File: src/rtl/hazard_pkg.sv
// Shared constants and helpers for the N-lane hazard unit: forward-select field layout,
// performance-event indices and the forward-select encoder.
package hazard_pkg;

    localparam int unsigned FWD_W_BIT    = 0;
    localparam int unsigned FWD_M_BIT    = 1;
    localparam int unsigned FWD_LANE_LSB = 2;
    localparam int unsigned FWD_MAX_W    = 4;
    localparam int unsigned NUM_EV       = 5;

    localparam logic [4:0] REG_A0 = 5'd10;

    typedef enum logic [2:0] {
        EvLoad  = 3'd0,
        EvEcall = 3'd1,
        EvLong  = 3'd2,
        EvMiss  = 3'd3,
        EvFlush = 3'd4
    } hazard_ev_e;

    // Callers keep the low LW+2 bits; the lane field is sized for up to four lanes.
    function automatic logic [FWD_MAX_W-1:0] fwd_enc(input logic [1:0] lane, input logic m,
                                                     input logic w);
        logic [FWD_MAX_W-1:0] enc;
        enc                          = '0;
        enc[FWD_LANE_LSB +: 2]       = lane;
        enc[FWD_M_BIT]               = m;
        enc[FWD_W_BIT]               = w;
        return enc;
    endfunction

endpackage

File: src/rtl/hazard_scoreboard.sv
// Per-register countdown scoreboard for long-latency results; a register is busy while its
// counter is nonzero.
module hazard_scoreboard
    import hazard_pkg::*;
#(
    parameter int unsigned NREG  = 32,
    parameter int unsigned LAT_W = 4,
    parameter int unsigned LANES = 2
) (
    input  logic                     clk_i,
    input  logic                     rst_ni,
    input  logic                     stall_i,
    input  logic [LANES-1:0]         long_i,
    input  logic [LANES*5-1:0]       rd_i,
    input  logic [LANES*LAT_W-1:0]   lat_i,
    input  logic [LANES-1:0]         kill_i,
    output logic [NREG-1:0]          busy_o
);

    logic [LAT_W-1:0] cnt_q [1:NREG-1];
    logic [LAT_W-1:0] cnt_d [1:NREG-1];

    always_comb begin
        for (int r = 1; r < NREG; r++) begin
            cnt_d[r] = cnt_q[r];
            if (!stall_i) begin
                if (cnt_q[r] != '0) begin
                    cnt_d[r] = cnt_q[r] - LAT_W'(1);
                end
                // Ascending lane order lets the youngest lane's latency win.
                for (int j = 0; j < LANES; j++) begin
                    if (long_i[j] && !kill_i[j] && rd_i[j*5 +: 5] == 5'(r)
                        && lat_i[j*LAT_W +: LAT_W] != '0) begin
                        cnt_d[r] = lat_i[j*LAT_W +: LAT_W];
                    end
                end
            end
        end
    end

    always_ff @(posedge clk_i or negedge rst_ni) begin
        if (!rst_ni) begin
            for (int r = 1; r < NREG; r++) begin
                cnt_q[r] <= '0;
            end
        end else begin
            for (int r = 1; r < NREG; r++) begin
                cnt_q[r] <= cnt_d[r];
            end
        end
    end

    always_comb begin
        busy_o    = '0;
        for (int r = 1; r < NREG; r++) begin
            busy_o[r] = (cnt_q[r] != '0);
        end
    end

endmodule

File: src/rtl/hazard_unit_n.sv
// N-lane hazard unit: operand forwarding, stall/flush generation, long-op scoreboard and
// saturating hazard-event counters.
module hazard_unit_n
    import hazard_pkg::*;
#(
    parameter int unsigned LANES = 2,
    parameter int unsigned NREG  = 32,
    parameter int unsigned LAT_W = 4,
    parameter int unsigned CNT_W = 32,
    localparam int unsigned LW    = (LANES > 1) ? $clog2(LANES) : 1,
    localparam int unsigned FWD_W = LW + 2
) (
    input  logic                     clk,
    input  logic                     reset,
    input  logic                     enableD,
    input  logic [LANES*5-1:0]       Rs1D,
    input  logic [LANES*5-1:0]       Rs2D,
    input  logic [LANES*5-1:0]       Rs1E,
    input  logic [LANES*5-1:0]       Rs2E,
    input  logic [LANES*5-1:0]       RdE,
    input  logic [LANES-1:0]         LoadE,
    input  logic [LANES-1:0]         EcallE,
    input  logic [LANES-1:0]         EcallM,
    input  logic [LANES-1:0]         LongE,
    input  logic [LANES*LAT_W-1:0]   LongLatE,
    input  logic [LANES*5-1:0]       RdM,
    input  logic [LANES*5-1:0]       RdW,
    input  logic [LANES-1:0]         RegWriteM,
    input  logic [LANES-1:0]         RegWriteW,
    input  logic [LANES-1:0]         PCSrcE,
    input  logic [LANES-1:0]         StallMiss,
    output logic [LANES*FWD_W-1:0]   ForwardAE,
    output logic [LANES*FWD_W-1:0]   ForwardBE,
    output logic                     StallF,
    output logic                     StallD,
    output logic                     StallE,
    output logic                     StallM,
    output logic                     StallW,
    output logic                     FlushD,
    output logic                     FlushE,
    output logic [CNT_W-1:0]         CntLoad,
    output logic [CNT_W-1:0]         CntEcall,
    output logic [CNT_W-1:0]         CntLong,
    output logic [CNT_W-1:0]         CntMiss,
    output logic [CNT_W-1:0]         CntFlush
);

    logic             stall;
    logic             load_haz;
    logic             ecall_haz;
    logic             long_haz;
    logic             dec_haz;
    logic [LANES-1:0] lane_kill;
    logic [NREG-1:0]  busy;
    logic [31:0]      busy_ext;
    logic [NUM_EV-1:0] ev;

    // W is scanned before M so an M match overrides; higher lanes override lower ones.
    always_comb begin : fwd_comb
        logic [FWD_MAX_W-1:0] sel_a;
        logic [FWD_MAX_W-1:0] sel_b;
        logic [4:0]           ra;
        logic [4:0]           rb;
        ForwardAE = '0;
        ForwardBE = '0;
        for (int i = 0; i < LANES; i++) begin
            ra    = Rs1E[i*5 +: 5];
            rb    = Rs2E[i*5 +: 5];
            sel_a = '0;
            sel_b = '0;
            for (int j = 0; j < LANES; j++) begin
                if (RegWriteW[j] && ra != '0 && RdW[j*5 +: 5] == ra) sel_a = fwd_enc(2'(j), 1'b0, 1'b1);
                if (RegWriteW[j] && rb != '0 && RdW[j*5 +: 5] == rb) sel_b = fwd_enc(2'(j), 1'b0, 1'b1);
            end
            for (int j = 0; j < LANES; j++) begin
                if (RegWriteM[j] && ra != '0 && RdM[j*5 +: 5] == ra) sel_a = fwd_enc(2'(j), 1'b1, 1'b0);
                if (RegWriteM[j] && rb != '0 && RdM[j*5 +: 5] == rb) sel_b = fwd_enc(2'(j), 1'b1, 1'b0);
            end
            ForwardAE[i*FWD_W +: FWD_W] = sel_a[FWD_W-1:0];
            ForwardBE[i*FWD_W +: FWD_W] = sel_b[FWD_W-1:0];
        end
    end

    always_comb begin
        busy_ext          = '0;
        busy_ext[NREG-1:0] = busy;
    end

    always_comb begin : haz_comb
        logic [4:0] s1;
        logic [4:0] s2;
        logic [4:0] rd;
        logic       a0_read;
        load_haz = 1'b0;
        long_haz = 1'b0;
        a0_read  = 1'b0;
        for (int k = 0; k < LANES; k++) begin
            s1 = Rs1D[k*5 +: 5];
            s2 = Rs2D[k*5 +: 5];
            if (s1 == REG_A0 || s2 == REG_A0) a0_read = 1'b1;
            if ((s1 != '0 && busy_ext[s1]) || (s2 != '0 && busy_ext[s2])) long_haz = 1'b1;
            for (int j = 0; j < LANES; j++) begin
                rd = RdE[j*5 +: 5];
                if (LoadE[j] && rd != '0 && (s1 == rd || s2 == rd)) load_haz = 1'b1;
            end
        end
        load_haz  = load_haz & enableD;
        long_haz  = long_haz & enableD;
        ecall_haz = enableD & (|(EcallE | EcallM)) & a0_read;
    end

    // A taken branch in lane i squashes every younger lane in E.
    always_comb begin
        lane_kill = '0;
        for (int j = 1; j < LANES; j++) begin
            lane_kill[j] = lane_kill[j-1] | PCSrcE[j-1];
        end
    end

    assign stall   = |StallMiss;
    assign dec_haz = load_haz | ecall_haz | long_haz;
    assign StallF  = stall | dec_haz;
    assign StallD  = stall | dec_haz;
    assign StallE  = stall;
    assign StallM  = stall;
    assign StallW  = stall;
    assign FlushD  = !stall & (|PCSrcE);
    assign FlushE  = !stall & ((|PCSrcE) | dec_haz);

    hazard_scoreboard #(
        .NREG  (NREG),
        .LAT_W (LAT_W),
        .LANES (LANES)
    ) u_scoreboard (
        .clk_i   (clk),
        .rst_ni  (reset),
        .stall_i (stall),
        .long_i  (LongE),
        .rd_i    (RdE),
        .lat_i   (LongLatE),
        .kill_i  (lane_kill),
        .busy_o  (busy)
    );

    always_comb begin
        ev          = '0;
        ev[EvLoad]  = load_haz;
        ev[EvEcall] = ecall_haz;
        ev[EvLong]  = long_haz;
        ev[EvMiss]  = stall;
        ev[EvFlush] = FlushD;
    end

    logic [CNT_W-1:0] perf_q [NUM_EV];

    for (genvar e = 0; e < NUM_EV; e++) begin : g_perf
        logic [CNT_W-1:0] perf_d;
        always_comb begin
            perf_d = perf_q[e];
            if (ev[e] && perf_q[e] != '1) perf_d = perf_q[e] + CNT_W'(1);
        end
        always_ff @(posedge clk or negedge reset) begin
            if (!reset) perf_q[e] <= '0;
            else        perf_q[e] <= perf_d;
        end
    end

    assign CntLoad  = perf_q[EvLoad];
    assign CntEcall = perf_q[EvEcall];
    assign CntLong  = perf_q[EvLong];
    assign CntMiss  = perf_q[EvMiss];
    assign CntFlush = perf_q[EvFlush];

endmodule

File: config.mk
export PLATFORM = sky130hd
export DESIGN_NAME = hazard_unit_n
export DESIGN_NICKNAME = d
export VERILOG_FILES = /design/src/rtl/hazard_pkg.sv /design/src/rtl/hazard_scoreboard.sv /design/src/rtl/hazard_unit_n.sv
export SDC_FILE = /design/constraint.sdc
export NUM_CORES = 1
export LEC_CHECK = 0
export ABC_AREA = 1
export CAP_MARGIN = 20
export CORE_MARGIN = 3
export CORE_UTILIZATION = 35
export CTS_CLUSTER_DIAMETER = 200
export DETAILED_ROUTE_END_ITERATION = 10
export HOLD_SLACK_MARGIN = 0.15
export PLACE_DENSITY = 0.66
export REMOVE_ABC_BUFFERS = 1
export SYNTH_ARGS = -nofsm -noshare
export SYNTH_HDL_FRONTEND = slang
export SYNTH_SLANG_ARGS = --single-unit
export TNS_END_PERCENT = 50
File: constraint.sdc
create_clock -name clk -period 5.74 [get_ports clk]
set_input_delay 1.148 -clock clk [delete_from_list [all_inputs] [get_ports clk]]
set_output_delay 1.148 -clock clk [all_outputs]
set_load 0.01 [all_outputs]
==> run_summary.xml <==
<?xml version="1.0" encoding="UTF-8"?>
<metrics>
  <group name="worst_setup_path">
    <metric name="critPathLaunch" unit="">Rs2D[5]</metric>
    <metric name="reg2reg_to" unit="">CntLong[10]$_DFFE_PN0P_</metric>
    <metric name="reg2reg_depth" unit="">17</metric>
    <metric name="regToRegSetupSlack" unit="ns">2.50</metric>
    <metric name="rr_startpoint" unit="">u_scoreboard.cnt_q[4]$_DFFE_PN0P_</metric>
    <metric name="crit_fanout" unit="">7</metric>
    <metric name="timing.critical_path.slowest_stage_cell" unit="">sky130_fd_sc_hd__clkdlybuf4s50_1</metric>
    <metric name="worst-endpoint-required" unit="ns">4.59</metric>
    <metric name="critical_path_class" unit="">primary input to output port</metric>
    <metric name="cpLargestDelayFamily" unit="">simple AND/OR/NAND/NOR gates</metric>
    <metric name="critPathCaptureType" unit="">output port</metric>
    <metric name="cp_cell_sequence" unit="">clkdlybuf4s50_1 &gt; inv_2 &gt; nor2_1 &gt; nand2_1 &gt; nand2_1 &gt; nor2_1 &gt; nor2_1 &gt; nor2_1 &gt; nand2_1 &gt; nand2_1 &gt; nor2_1 &gt; nand2_2 &gt; nand2_1 &gt; nand2_1 &gt; nand2_1 &gt; nand2_1 &gt; clkdlybuf4s50_1</metric>
    <metric name="timing.critical_path.from_type" unit="">primary input</metric>
    <metric name="buffers_inverters_on_critical_path" unit="">3</metric>
    <metric name="worst_setup_path_endpoint" unit="">FlushE</metric>
    <metric name="cp.depth" unit="">17</metric>
    <metric name="worst_path_most_repeated_cell" unit="">sky130_fd_sc_hd__nand2_1</metric>
    <metric name="timing.critical_path.arrival" unit="ns">3.99</metric>
    <metric name="crit_path_max_incr_delay" unit="ns">0.69</metric>
  </group>
  <group name="sta">
    <metric name="max_slew_violations" unit="">0</metric>
    <metric name="share_of_the_clock_period_used_by_the_worst_path_after_layout" unit="%">89.6</metric>
    <metric name="worst_pin_slew" unit="ns">0.865</metric>
    <metric name="clock.fmax" unit="GHz">0.195</metric>
    <metric name="fin_skew" unit="ns">0.0231</metric>
    <metric name="fin_tns_setup" unit="ns">0</metric>
    <metric name="final.min_clock_period" unit="ns">5.14</metric>
    <metric name="final_hold_viol_count" unit="">0</metric>
    <metric name="setup_viol" unit="">0</metric>
    <metric name="rsz0062_at_grt" unit="">no</metric>
    <metric name="hold_slack" unit="ns">0.491</metric>
    <metric name="slew_headroom" unit="%">42.3</metric>
  </group>
  <group name="routing">
    <metric name="wl_per_cell" unit="um">18.3</metric>
    <metric name="ant_nets" unit="">0</metric>
    <metric name="first_pass_iters" unit="">6</metric>
    <metric name="vias" unit="">22410</metric>
    <metric name="drt_iter0_markers" unit="">1650</metric>
    <metric name="viasPerCell" unit="">5.32</metric>
    <metric name="drc" unit="">0</metric>
    <metric name="detail_route.wirelength" unit="um">77200</metric>
  </group>
  <group name="clocking">
    <metric name="clock_insertion_delay_at_the_later_pin_of_the_skew_report" unit="ns">0.55</metric>
    <metric name="clock_tree_from_tritoncts" unit="">done</metric>
    <metric name="cts_post_setup_buffers_inserted" unit="">0</metric>
    <metric name="clock-sinks" unit="">284</metric>
    <metric name="post_cts_resize_count" unit="">0</metric>
    <metric name="hold_bufs_inserted_after_cts" unit="">0</metric>
    <metric name="clockBufferDepth" unit="">3</metric>
    <metric name="cts_buffers" unit="">37</metric>
    <metric name="cts_root_buf" unit="">sky130_fd_sc_hd__clkbuf_16</metric>
    <metric name="clkSlewWorstSetupHoldPaths" unit="ns">0.06</metric>
    <metric name="h_tree_lvls" unit="">2</metric>
  </group>
  <group name="synthesis">
    <metric name="synth_top_cell_area_share" unit="%">33.1</metric>
    <metric name="netlist_area" unit="mm2">0.0215</metric>
    <metric name="postSynth.asyncResetShare" unit="%">100</metric>
    <metric name="syn-instance-count" unit="">3154</metric>
    <metric name="yosys-top-cells-count" unit="">693 x sky130_fd_sc_hd__nand2_1, 415 x sky130_fd_sc_hd__nor2_1, 297 x sky130_fd_sc_hd__inv_1, 284 x sky130_fd_sc_hd__dfrtp_1, 181 x sky130_fd_sc_hd__nand3_1</metric>
    <metric name="dominant_synthesized_flop_cell" unit="">sky130_fd_sc_hd__dfrtp_1</metric>
    <metric name="netlist-cell-type-count" unit="">50</metric>
    <metric name="synth_seq_cells" unit="">284</metric>
    <metric name="synth-edff-count" unit="">0</metric>
    <metric name="synth_sequential_area_ratio" unit="%">33.1</metric>
    <metric name="synthMostInstantiatedCell" unit="">sky130_fd_sc_hd__nand2_1</metric>
    <metric name="yosys-top-cells-area" unit="">sky130_fd_sc_hd__dfrtp_1 33%, sky130_fd_sc_hd__nand2_1 12%, sky130_fd_sc_hd__xor2_1 7.3%</metric>
    <metric name="synth_area_leader_cell" unit="">sky130_fd_sc_hd__dfrtp_1</metric>
    <metric name="ys.warnings.count" unit="">0</metric>
    <metric name="avgSynthCellArea" unit="um2">6.81</metric>
  </group>
  <group name="cells_and_area">
    <metric name="layout.area.seq" unit="mm2">0.00711</metric>
    <metric name="fillerInstances" unit="">6296</metric>
    <metric name="synthToLayoutAreaGrowth" unit="%">22.0</metric>
    <metric name="multi_input_gate_area_in_the_final_layout" unit="mm2">0.0125</metric>
    <metric name="final_nets" unit="">3539</metric>
    <metric name="layout-drive-gt1-share" unit="%">6.47</metric>
  </group>
  <group name="power_and_ir_drop">
    <metric name="vdd.ir_drop.worst" unit="uV">199</metric>
    <metric name="total_leakage_power" unit="nW">11.6</metric>
    <metric name="power_per_unit_of_standard_cell_area" unit="mW/mm2">321</metric>
  </group>
  <group name="global_routing">
    <metric name="global_route_met3_utilization" unit="%">3.55</metric>
    <metric name="grtUsageMet2" unit="%">37.9</metric>
    <metric name="grt-busiest-layer" unit="">met2</metric>
    <metric name="groute.usage.overall" unit="%">23.4</metric>
    <metric name="grt_remaining_overflow" unit="">0</metric>
    <metric name="antenna_violations_before_repair" unit="">2</metric>
    <metric name="use_met1" unit="%">32.0</metric>
    <metric name="grt_start_max_net_pins" unit="">100</metric>
    <metric name="first_global_vias" unit="">20954</metric>
    <metric name="grt_first_pass_wirelength" unit="um">119000</metric>
  </group>
  <group name="floorplan">
    <metric name="die_width" unit="um">254</metric>
    <metric name="floorplan.rows" unit="">90</metric>
    <metric name="die_height" unit="um">254</metric>
    <metric name="dieArea" unit="mm2">0.0644</metric>
    <metric name="initial_core_util" unit="%">35.5</metric>
    <metric name="io_pins" unit="">276</metric>
    <metric name="core" unit="mm2">0.0606</metric>
  </group>
  <group name="run_status">
    <metric name="outcome" unit="">finished clean</metric>
  </group>
  <group name="worst_hold_path">
    <metric name="hp-start" unit="">u_scoreboard.cnt_q[9]$_DFFE_PN0P_</metric>
    <metric name="hold_class" unit="">flop to flop</metric>
  </group>
  <group name="placement">
    <metric name="detailed_place_hpwl" unit="um">56900</metric>
    <metric name="port-buffer-count" unit="">275</metric>
    <metric name="place.gp.congestion" unit="">0.995</metric>
  </group>
  <group name="flow_run">
    <metric name="max_cap_violations" unit="">0</metric>
  </group>
</metrics>
[layer usage]
layer	routed length (um)	part of all wire, %
met1	33700	44
met2	35400	46
met3	5720	7.4
met4	2310	3.0
met5	31	0.040
[how the worst min path moves through the flow]
stage               cells past startpoint                                 to  slack [ns]
global placement                        2  u_scoreboard.cnt_q[9]$_DFFE_PN0P_        0.47
finish                                  2  u_scoreboard.cnt_q[9]$_DFFE_PN0P_        0.49
global route                            1           CntFlush[31]$_DFFE_PN0P_        0.53
detailed placement                      2  u_scoreboard.cnt_q[9]$_DFFE_PN0P_        0.48
floorplan                               2  u_scoreboard.cnt_q[9]$_DFFE_PN0P_        0.45
CTS                                     2  u_scoreboard.cnt_q[9]$_DFFE_PN0P_        0.50
[cell usage in the layout (no fill, tap or decap), drive strengths merged, types with 7 or more instances in the layout]
cell and n:
o21ai 248, nand2 697, o211ai 16, nor2 437, nand3 186, clkbuf 52
xnor2 73, dfrtp 284, inv 381, o22ai 47, nor4 41, clkdlybuf4s50 274
a22oi 34, or2 20, o2111ai 7, nor3 79, nand4 75, a211oi 7
a21oi 160, ha 36, xor2 180, a2bb2oi 7, clkinv 13, buf 25
[registers in the layout, indices dropped and copies added, names as in the netlist]
signal / count
CntLoad: 32
u_scoreboard.cnt_q: 124
CntEcall: 32
CntLong: 32
CntMiss: 32
CntFlush: 32
[kinds of logic (layout without fill, tap and decap cells)]
group                    count (synthesis)  after routing  share of synthesized area [%]
AO/OA/AOI/OAI                          555            555                           14.6
XOR/XNOR                               253            253                           10.3
adder cells (fa/ha/maj)                 36             36                           2.10
buffers and inverters                  471            750                           8.60
flip-flops                             284            284                           33.1
multiplexers                             5              5                          0.262
other                                    0              1                              0
AND/OR/NAND/NOR                       1550           1550                           31.0
[cell type report]
| class | count | area share, % |
|---|---|---|
| tap | 782 | 3.73 |
| multi-input combinational | 2399 | 47.8 |
| clock buffer | 52 | 3.98 |
| antenna | 1 | 0.00955 |
| sequential | 284 | 27.1 |
| clock inverter | 14 | 0.530 |
| timing repair buffer | 299 | 11.3 |
| inverter | 385 | 5.51 |
[report_power, final]
group	internal (mW)	leakage, nW	switching (mW)	total [mW]
sequential	2.51	3.51	0.407	2.92
clock	1.36	0.575	0.951	2.31
combinational	1.34	7.50	1.85	3.18
total	5.21	11.6	3.21	8.41
[worst reg2reg max path: cells and delay by family (launching register included)]
kind / cells / cell delay, ns
AND/OR/NAND/NOR: 14 / 2.23
buffers and inverters: 2 / 0.35
adder cells (fa/ha/maj): 1 / 0.21
flip-flops: 1 / 0.36
[per-stage QoR]
step	utilization, %	setup WS (ns)	instances	area [um2]	power, mW
after floorplan	-	2.05	3068	21100	4.95
after global routing	43.3	0.364	4215	26200	9.03
after CTS	43.3	0.598	4215	26200	8.44
after global placement	41.3	0.600	4149	25000	6.05
after detailed placement	41.3	0.595	4149	25000	6.08
final	43.3	0.599	4216	26200	8.41
Power figures use the tool's default switching activity.
